<file path="src/rtl/sort8_ctrl_pkg.sv">
// Shared definitions for the sort8_ctrl block: FSM encodings, comparator width
// and an elaboration-time log2 helper.
package sort8_ctrl_pkg;

    localparam logic [1:0] ST_LOAD   = 2'd0;
    localparam logic [1:0] ST_SORT   = 2'd1;
    localparam logic [1:0] ST_UNLOAD = 2'd2;

    localparam int CMP_W = 8;

    function automatic int clog2(input int value);
        int result;
        result = 0;
        while ((1 << result) < value) begin
            result = result + 1;
        end
        return result;
    endfunction

endpackage

</file>
<file path="src/rtl/comparator_8bit.sv">
// Unsigned magnitude comparator shared by the sort sequencer.
module comparator_8bit
    import sort8_ctrl_pkg::*;
(
    input  logic [CMP_W-1:0] A,
    input  logic [CMP_W-1:0] B,
    output logic             A_less_B,
    output logic             A_equal_B,
    output logic             A_great_B
);

    assign A_less_B  = (A < B);
    assign A_equal_B = (A == B);
    assign A_great_B = (A > B);

endmodule

</file>
<file path="src/rtl/sort8_ctrl.sv">
// Loads a block of bytes, bubble-sorts it in place with a single shared
// comparator (one compare per cycle) and streams the sorted block out.
module sort8_ctrl
    import sort8_ctrl_pkg::*;
#(
    parameter int DEPTH  = 8,
    parameter bit ASCEND = 1'b1
) (
    input  logic             clk,
    input  logic             rst_n,
    input  logic             clear,
    input  logic             in_valid,
    output logic             in_ready,
    input  logic [CMP_W-1:0] in_data,
    input  logic             in_last,
    output logic             out_valid,
    input  logic             out_ready,
    output logic [CMP_W-1:0] out_data,
    output logic             out_last,
    output logic             busy,
    output logic             done,
    output logic [15:0]      cmp_cnt
);

    localparam int CNT_W = clog2(DEPTH + 1);
    localparam int IDX_W = clog2(DEPTH);

    logic [1:0]       state_reg;
    logic [CNT_W-1:0] wr_reg;
    logic [CNT_W-1:0] n_reg;
    logic [IDX_W-1:0] rd_reg;
    logic [IDX_W-1:0] i_reg;
    logic [IDX_W-1:0] p_reg;
    logic             swapped_reg;
    logic             done_reg;
    logic [15:0]      cmp_cnt_reg;
    logic [CMP_W-1:0] mem [0:DEPTH-1];

    logic [IDX_W-1:0] idx_b;
    logic [CMP_W-1:0] cmp_a;
    logic [CMP_W-1:0] cmp_b;
    logic             a_less_b;
    logic             a_equal_b;
    logic             a_great_b;

    assign idx_b = i_reg + 1'b1;
    assign cmp_a = mem[i_reg];
    assign cmp_b = mem[idx_b];

    comparator_8bit u_cmp (
        .A         (cmp_a),
        .B         (cmp_b),
        .A_less_B  (a_less_b),
        .A_equal_B (a_equal_b),
        .A_great_B (a_great_b)
    );

    logic swap_now;
    logic load_fire;
    logic load_end;
    logic out_fire;
    logic unload_last;
    logic pass_end;
    logic final_pass;
    logic sort_exit;

    // Equal neighbours are never exchanged, which keeps the sort stable.
    assign swap_now    = (state_reg == ST_SORT) && !a_equal_b &&
                         (ASCEND ? a_great_b : a_less_b);
    assign load_fire   = in_valid && in_ready;
    assign load_end    = load_fire && (in_last || (wr_reg == CNT_W'(DEPTH - 1)));
    assign out_fire    = out_valid && out_ready;
    assign unload_last = (CNT_W'(rd_reg) == (n_reg - CNT_W'(1)));
    assign pass_end    = (CNT_W'(i_reg) == (n_reg - CNT_W'(2) - CNT_W'(p_reg)));
    assign final_pass  = (CNT_W'(p_reg) == (n_reg - CNT_W'(2)));
    assign sort_exit   = pass_end && (!(swapped_reg || swap_now) || final_pass);

    assign in_ready  = (state_reg == ST_LOAD);
    assign out_valid = (state_reg == ST_UNLOAD) && (n_reg != '0);
    assign out_data  = out_valid ? mem[rd_reg] : '0;
    assign out_last  = out_valid && unload_last;
    assign busy      = (state_reg == ST_SORT) || (state_reg == ST_UNLOAD);
    assign done      = done_reg;
    assign cmp_cnt   = cmp_cnt_reg;

    // Buffer has no reset; its contents are meaningless outside a block.
    always_ff @(posedge clk) begin
        if (!clear) begin
            if (load_fire) begin
                mem[wr_reg[IDX_W-1:0]] <= in_data;
            end else if (swap_now) begin
                mem[i_reg] <= cmp_b;
                mem[idx_b] <= cmp_a;
            end
        end
    end

    always_ff @(posedge clk or negedge rst_n) begin
        if (!rst_n) begin
            state_reg   <= ST_LOAD;
            wr_reg      <= '0;
            n_reg       <= '0;
            rd_reg      <= '0;
            i_reg       <= '0;
            p_reg       <= '0;
            swapped_reg <= 1'b0;
            done_reg    <= 1'b0;
            cmp_cnt_reg <= '0;
        end else if (clear) begin
            state_reg   <= ST_LOAD;
            wr_reg      <= '0;
            n_reg       <= '0;
            rd_reg      <= '0;
            i_reg       <= '0;
            p_reg       <= '0;
            swapped_reg <= 1'b0;
            done_reg    <= 1'b0;
        end else begin
            done_reg <= 1'b0;
            case (state_reg)
                ST_LOAD: begin
                    if (load_fire) begin
                        wr_reg <= wr_reg + 1'b1;
                        if (wr_reg == '0) begin
                            cmp_cnt_reg <= '0;
                        end
                        if (load_end) begin
                            n_reg     <= wr_reg + 1'b1;
                            state_reg <= (wr_reg != '0) ? ST_SORT : ST_UNLOAD;
                        end
                    end
                end
                ST_SORT: begin
                    if (cmp_cnt_reg != 16'hFFFF) begin
                        cmp_cnt_reg <= cmp_cnt_reg + 16'd1;
                    end
                    if (swap_now) begin
                        swapped_reg <= 1'b1;
                    end
                    if (pass_end) begin
                        if (sort_exit) begin
                            state_reg <= ST_UNLOAD;
                        end else begin
                            p_reg       <= p_reg + 1'b1;
                            i_reg       <= '0;
                            swapped_reg <= 1'b0;
                        end
                    end else begin
                        i_reg <= i_reg + 1'b1;
                    end
                end
                ST_UNLOAD: begin
                    if (n_reg == '0) begin
                        state_reg <= ST_LOAD;
                        wr_reg    <= '0;
                        rd_reg    <= '0;
                    end else if (out_fire) begin
                        if (unload_last) begin
                            done_reg    <= 1'b1;
                            state_reg   <= ST_LOAD;
                            wr_reg      <= '0;
                            rd_reg      <= '0;
                            p_reg       <= '0;
                            i_reg       <= '0;
                            swapped_reg <= 1'b0;
                        end else begin
                            rd_reg <= rd_reg + 1'b1;
                        end
                    end
                end
                default: begin
                    state_reg <= ST_LOAD;
                end
            endcase
        end
    end

endmodule

</file>
<file path="config.mk">
export PLATFORM = sky130hd
export DESIGN_NAME = sort8_ctrl
export DESIGN_NICKNAME = d
export VERILOG_FILES = /design/src/rtl/sort8_ctrl_pkg.sv /design/src/rtl/comparator_8bit.sv /design/src/rtl/sort8_ctrl.sv
export SDC_FILE = /design/constraint.sdc
export NUM_CORES = 1
export LEC_CHECK = 0
export CAP_MARGIN = 0
export CORE_UTILIZATION = 30
export DETAILED_ROUTE_END_ITERATION = 10
export SLEW_MARGIN = 30
export SYNTH_ARGS = -nofsm -noshare
export SYNTH_HDL_FRONTEND = slang
export SYNTH_SLANG_ARGS = --single-unit
</file>
<file path="constraint.sdc">
create_clock -name clk -period 4.9 [get_ports clk]
set_input_delay 0.98 -clock clk [delete_from_list [all_inputs] [get_ports clk]]
set_output_delay 0.98 -clock clk [all_outputs]
set_load 0.05 [all_outputs]
</file>
==> After elaboration in Yosys (flattened, before gate mapping) <==
Memories as Yosys holds them, arrays and structs flattened.
Cells that the tools add are included.
W data, S select, Z words.
{ "totals": {"register_bits": 37, "ram_bits": 64, "memories": 1, "in_bits": 14} }
{ "classes": {"n_reduce_logical": 36, "n_eq_ne": 22, "n_mux": 64, "n_addsub": 8, "order_cmp": 1, "n_bitwise": 1} }
{ "mem_list": {"columns": ["memory", "depth", "width", "read_ports", "rd_ports_with_merged_regs", "wr", "line", "rtl"], "rows": [
  ["mem", 8, 8, 3, 0, 2, "sort8_ctrl.sv:37", "logic [CMP_W-1:0] mem [0:DEPTH-1];"]
]} }
{ "op_table": {"columns": ["op", "count"], "rows": [
  ["$mux W16", 3],
  ["$mux W3", 15],
  ["$mux W4", 9],
  ["$pmux W16 S2", 1],
  ["$mux W1", 20],
  ["$mux W2", 9],
  ["$ne A3 B3 Y1 const B", 6],
  ["$add A16 B1 Y16 const B", 1],
  ["$mux W8", 2],
  ["$ne A16 B16 Y1 const B", 1],
  ["$eq A3 B4 Y1", 3],
  ["$pmux W3 S2", 2],
  ["$reduce_and A6 Y1", 2],
  ["$reduce_and A5 Y1", 2],
  ["$reduce_bool A2 Y1", 5],
  ["$add A3 B1 Y3 const B", 3],
  ["$reduce_bool A3 Y1", 3],
  ["$eq A8 B8 Y1", 1],
  ["$gt A8 B8 Y1", 1],
  ["$logic_and A1 B1 Y1", 8],
  ["$logic_not A4 Y1", 2],
  ["$ne A4 B3 Y1 const B", 2],
  ["$pmux W4 S2", 1],
  ["$reduce_and A4 Y1", 2],
  ["other kinds (20)", 28]
]} }

==> Longest topological paths before layout <==
Gate-level depths: netlist of run 1.
An unclocked memory read counts as a cell.
{ "depth": {"ltp_word": 14, "ltp_mapped": 15, "mapped_depth_nobuf": 11} }

==> Modules after synthesis <==
A second synthesis of run 1 with hierarchy kept.
{ "hier_totals": {"cells_unflattened": 598, "area_unflattened_um2": 7338.3} }
{ "modules_own_cells": {"columns": ["mod", "area_per_inst_um2", "cells_per_inst", "n_inst", "seq_area_each_um2"], "rows": [
  ["sort8_ctrl", 7113.1, 569, 1, 2847.7],
  ["comparator_8bit", 225.2, 29, 1, 0.0]
]} }

==> Least setup slack after synthesis of run 1 <==
Ideal clock, no wire load.
{ "synth_path": {"kind": "register to register", "from": "register i_reg[1]", "to": "memory mem[1][0] (enable)", "setup_slack_ns": 0.630, "setup_ns": 0.384, "path_stages_with_launch": 14, "period_less_slack_ns": 4.270, "arrival_time_ns": 3.886, "path_buffers": 3, "path_cell_list": "dfrtp_1 > clkbuf_1 > clkbuf_1 > mux4_2 > mux2i_1 > inv_1 > ha_1 > nor2b_1 > o211ai_1 > a211oi_4 > o21a_2 > buf_6 > a21oi_1 > o21ai_0"} }
{ "synth_lines": {"columns": ["element", "line", "rtl"], "rows": [
  ["from (decl)", "sort8_ctrl.sv:32", "logic [IDX_W-1:0] i_reg;"],
  ["from (signal assigned)", "sort8_ctrl.sv:149", "i_reg <= i_reg + 1'b1;"],
  ["to (decl)", "sort8_ctrl.sv:37", null]
]} }

==> impl_metrics.tcl, run 1 <==
set metrics [dict create \
    status "finished clean" \
    switching_share_pct 42.6 \
    viasPerCell 5.41 \
    root_buffer "clkbuf_16" \
    avgSynthCellArea_sq_um 12.1 \
    power_density_nw_per_um2 520 \
    cts_tree "done" \
    post-route-min-period_ns 4.44 \
    skew_ns 0.0129 \
    setup_tns_ns 0 \
    cts_setup_buffers 0 \
    area_growth_pct 17.8 \
    rsz0062_at_grt "no" \
    cts_max_level 3 \
    antenna_found_initial 0 \
    required_ns 4.97 \
    critPathCaptureType "flip-flop" \
    wl_mm 19.5 \
    core_sq_um 22900 \
    cts.path.max_buffers 2 \
    synth_top_area_cell "edfxtp_1" \
    post-route-period-util_pct 90.6 \
    io_pins 43 \
    internal_power_mw 2.49 \
    path_class "flip-flop to flip-flop" \
    p_leak_nw 3.09 \
    setup_viol 0 \
    cts_hold_buf 0 \
    tightest_slew_ns 0.889 \
    grt_use_total_pct 16.7 \
    seqPwrFrac_pct 26.2 \
    switchingPower_mw 1.85 \
    grt_pass1_wl_mm 30.3 \
    ys_ff_latch 101 \
    relSlewSlack_pct 40.8 \
    fin_nets 683 \
    cts.clk_slew.worst_paths_ns 0.08 \
    die_area_sq_um 24200 \
    slew_violations 0 \
    startpoint_type "flip-flop" \
    final_cell_area_sq_um 8350 \
    max_clock_freq_mhz 225 \
    power_frac_clock_pct 17.9 \
    p_comb_share_pct 55.9 \
    numCtsBuffers 9 \
    drive_gt1_share_pct 20.5 \
    clock_latency_ns 0.36 \
    ir_drop_v 0.000271 \
    seq_area_frac_synth_pct 40.2 \
    synth.cell_area_sq_um 7080 \
    ctsResizeCount 0 \
    finalHoldViolations 0 \
    postPlaceCellArea_sq_um 8030 \
    hpwl_mm 13.8 \
    yosysMostFrequentCell "mux2i_1" \
    grt_overflow 0 \
    async_flop_share_pct 36.6 \
    maxCapViolations 0 \
    synth_ff_type "edfxtp_1" \
    synthCells 586 \
    grt_pass1_vias 5006 \
    syn_nets 625 \
    ant_nets 0 \
    place_congestion 0.885 \
    path_max_fanout 14 \
    synth_common_cells "93 x mux2i_1, 64 x edfxtp_1, 48 x mux4_2" \
    start_util_pct 30.9 \
    vias 5204 \
    cp_data_arrival_time_ns 4.51 \
    drc_errors 0 \
    firstDrtPassIters 4 \
    grt_max_degree 38 \
    whs_ns 0.523 \
    antenna_cells 0 \
    rows 55 \
    drtIter0Drc 479 \
    portBuffers 42 \
    die_h_microns 156 \
    wire_per_inst_microns 20.2 \
    die-width_microns 156 \
    min_path_type "flip-flop to flip-flop" \
    ys_top_cells_by_area "edfxtp_1 27%, mux4_2 15%, mux2i_1 13%, dfrtp_1 13%, ha_1 4.2%" \
    cts_sinks 101 \
    synth_top_area_share_pct 27.1 \
    yosysUniqueCellTypes 64 \
    synth_enable_flop_cells 64 \
    largest_reg_flops 64 \
    synth_warnings 0 \
]
-- cell usage in the layout, fill, tap and decap left out, types with 10 or more instances in the layout --
cell,Yosys,routed
mux2i_1,93,93
edfxtp_1,64,64
mux4_2,48,48
clkdlybuf4s50_1,0,41
buf_4,7,40
dfrtp_1,37,35
nor2_1,33,33
inv_1,29,29
nand2_1,28,28
ha_1,24,24
o21ai_0,22,21
a21oi_1,18,18
xnor2_1,16,16
clkbuf_16,0,11
nand4_1,10,10
o211ai_1,10,10
-- critical path, cell delays in order, from the launching register on --
cell and delay, ns:
dfrtp_2 0.47, ha_1 0.27, xor2_1 0.14, buf_4 0.28, mux4_2 0.34, mux2i_1 0.27, ha_1 0.22, nand4_1 0.21
o21ai_0 0.33, nor2b_1 0.16, o21ai_2 0.32, a32oi_1 0.19, o21bai_1 0.64, buf_4 0.29
-- layout make-up --
cell class                      instances  area [sq um]
Clock buffer                           14           299
Clock inverter                          2          17.5
Fill cell                            2239         14600
Inverter                               32           120
Multi-Input combinational cell        419          3960
Sequential cell                       101          2850
Tap cell                              313           392
Timing Repair Buffer                   81           711
-- logic make-up (layout without fill, tap and decap cells) --
family,count (synthesis),in the layout,share of synthesized area (%)
compound gates,101,101,10.4
mux,142,142,28.6
fa+ha+maj,25,25,4.52
simple gates,132,132,9.55
flops,101,101,40.2
xor+xnor,19,19,2.46
buf+inv,66,129,4.34
-- final timing paths --
path                            startpoint    endpoint  slack (ns)  cells past startpoint
worst max-delay path              i_reg[0]   mem[4][1]        0.46                     13
max in group asynchronous            rst_n   rd_reg[0]        3.90                      1
worst max register to register    i_reg[0]   mem[4][1]        0.46                     13
min in group asynchronous            rst_n  cmp_cnt[8]        0.59                      1
worst min register to register   wr_reg[3]   wr_reg[3]        0.52                      1
worst min-delay path             wr_reg[3]   wr_reg[3]        0.52                      1
-- power groups by stage --
stage	clock network, mW	registers (mW)	logic, mW
after CTS	0.795	1.14	2.42
after global routing	0.822	1.15	2.63
after global placement	0	1.15	2.40
final	0.776	1.14	2.43
after floorplan	0	1.09	1.78
after detailed placement	0	1.15	2.40
-- metrics by stage --
step / power [mW] / utilization (%) / worst slack [ns] / instances
detailed placement: 3.56 / 35.0 / 0.303 / 946
finish: 4.34 / 36.4 / 0.460 / 962
CTS: 4.35 / 36.4 / 0.270 / 962
floorplan: 2.87 / - / 0.630 / 586
global placement: 3.55 / 35.0 / 0.455 / 946
global route: 4.60 / 36.4 / 0.185 / 962
-- routing by layer --
metal  vias up  GRT usage [%]  wire, microns
li1       2380              -              -
met1      2590           23.6           9030
met2       210           25.4           8640
met3        24           3.08           1320
met4         0           5.70            493
met5         -              0              0
No activity file was read; power rests on OpenSTA's default activity.
==> run 2: changes to the inputs <==
--- a/config.mk
+++ b/config.mk
@@ -8,6 +8,7 @@
 export CAP_MARGIN = 0
 export CORE_UTILIZATION = 30
 export DETAILED_ROUTE_END_ITERATION = 10
+export GPL_ROUTABILITY_DRIVEN = 1
 export SLEW_MARGIN = 30
 export SYNTH_ARGS = -nofsm -noshare
 export SYNTH_HDL_FRONTEND = slang
==> results of run 2 <==
Same layout as run 1: the final DEF is identical, and so are final timing and power.
==> run 3: changes to the inputs <==
--- a/config.mk
+++ b/config.mk
@@ -9,7 +9,10 @@
 export CORE_UTILIZATION = 30
 export DETAILED_ROUTE_END_ITERATION = 10
 export GPL_ROUTABILITY_DRIVEN = 1
+export GPL_TIMING_DRIVEN = 0
+export HOLD_SLACK_MARGIN = 0.08
 export SLEW_MARGIN = 30
 export SYNTH_ARGS = -nofsm -noshare
 export SYNTH_HDL_FRONTEND = slang
+export SYNTH_HIERARCHICAL = 1
 export SYNTH_SLANG_ARGS = --single-unit
==> run 3 against run 2 <==
Global-route usage up 0.15 points. Utilization up 0.33 points. Sequential power about the same. Combinational power about the same. Die area up 3.5%. Cell area up 4.6%. Clock skew down 0.0026 ns. Total power down 1.2%. Setup slack worse by 0.37 ns.
==> impl_metrics.tcl, run 3 <==
set metrics [dict create \
    wl_mm 20.2 \
    rsz0062_at_grt "yes" \
    met3_usage_pct 2.99 \
    cp_data_arrival_time_ns 4.82 \
    post-route-period-util_pct 98.1 \
    die-width_microns 158 \
    die_h_microns 158 \
    maxCapViolations 0 \
    area_growth_pct 19.0 \
    rows 56 \
    power_density_nw_per_um2 491 \
    p_leak_nw 3.24 \
    root_buffer "clkbuf_16" \
    synth.cell_area_sq_um 7330 \
    cts_sinks 101 \
    place_inst 960 \
    layout_common_cells "75 x mux2i_1, 64 x edfxtp_1, 45 x nand2_1" \
    grt_use_met2_pct 26.6 \
    stdcell_count 981 \
    hpwl_mm 13.7 \
    post-route-min-period_ns 4.81 \
    cts.clk_slew.worst_paths_ns 0.08 \
    ant_nets 0 \
    setup_tns_ns 0 \
    setup_viol 0 \
    place_congestion 0.800 \
    path_class "flip-flop to flip-flop" \
    path_max_fanout 10 \
    drc_errors 0 \
    synth_warnings 6 \
    skew_ns 0.0103 \
    grt_max_degree 22 \
    portBuffers 41 \
    min_path_type "flip-flop to flip-flop" \
    grt_pass1_vias 5024 \
    relSlewSlack_pct 33.1 \
    start_util_pct 30.9 \
    grt_pass1_wl_mm 30.7 \
    critPathCaptureType "flip-flop" \
    firstDrtPassIters 5 \
    grt_overflow 0 \
    required_ns 4.92 \
    viasPerCell 5.38 \
    met1_usage_pct 23.6 \
    wire_per_inst_microns 20.6 \
    finalHoldViolations 0 \
    grt-busiest-layer "met2" \
    fin_nets 696 \
    slew_violations 0 \
    max_clock_freq_mhz 208 \
    drive_gt1_share_pct 19.3 \
    finalPower_mw 4.28 \
    numCtsBuffers 9 \
    whs_ns 0.532 \
    cts_max_level 3 \
    drtIter0Drc 367 \
    core_sq_um 23800 \
    largest_reg_flops 64 \
    io_pins 43 \
    antenna_found_initial 0 \
    tightest_slew_ns 1.00 \
    cts_tree "done" \
    final_common_cell "mux2i_1" \
    die_area_sq_um 25100 \
    cts.path.max_buffers 2 \
    status "finished clean" \
    post-route-util_pct 36.7 \
    antenna_cells 0 \
    syn_nets 636 \
    avgSynthCellArea_sq_um 12.3 \
    grt_use_total_pct 16.8 \
    synthCells 597 \
    clock_latency_ns 0.36 \
    ir_drop_v 0.000165 \
    startpoint_type "flip-flop" \
    vias 5273 \
]
-- run 3: per-stage QoR --
step	setup slack (ns)	instance area [sq um]
CTS	0.00997	8640
global route	-0.0300	8730
detailed placement	-0.889	8220
finish	0.0915	8730
global placement	-1.71	8140
floorplan	0.379	7330
-- run 3: what timing repair did --
action                                  in CTS  in global routing
gates resized for setup                     21                 14
buffers inserted                             3                  2
endpoints found under the setup margin     132                 70
gates cloned                                 0                  0
hold buffers                                 0                  0
pin swaps                                    1                  0
-- run 3: power by group --
part / leakage (nW) / internal [mW] / switching [mW]
Combinational: 2.02 / 1.01 / 1.42
Sequential: 1.09 / 1.03 / 0.118
Clock: 0.138 / 0.354 / 0.357
Total: 3.24 / 2.39 / 1.89
-- run 3: worst paths after layout --
check                      cells past startpoint  slack, ns           to         from
max in group asynchronous                      2       3.88     n_reg[1]        rst_n
min in group asynchronous                      1       0.56   cmp_cnt[8]        rst_n
setup / recovery                              16       0.09    mem[3][0]     i_reg[1]
setup reg to reg                              16       0.09    mem[3][0]     i_reg[1]
hold / removal                                 2       0.53  swapped_reg  swapped_reg
hold reg to reg                                2       0.53  swapped_reg  swapped_reg
-- run 3: critical path, cell delays in order, from the launching register on --
cell and delay [ns]:
dfrtp_1 0.44, ha_4 0.22, xor2_4 0.28, buf_4 0.21, mux4_1 0.56, mux2_4 0.29
inv_1 0.06, ha_1 0.26, nand4_1 0.13, nor2_1 0.09, o21ba_1 0.28, nand3b_1 0.13
or3_1 0.42, clkbuf_1 0.24, nor3_1 0.26, buf_4 0.29, o21bai_4 0.28
-- run 3: area by class of cell --
cell class                      count  area [sq um]
Fill cell                        2331         15000
Multi-Input combinational cell    424          4290
Sequential cell                   101          2850
Timing Repair Buffer               49           493
Tap cell                          319           399
Buffer                             36           278
Clock buffer                        9           225
Inverter                           36           135
Clock inverter                      7          56.3
-- run 3: per-layer routing --
metal / share of wire, % / up-vias / routed length [microns]
met3: 5.4 / 23 / 1090
met4: 1.5 / 0 / 302
met1: 45 / 2666 / 9200
li1: - / 2431 / -
met5: 0 / - / 0
met2: 48 / 153 / 9640
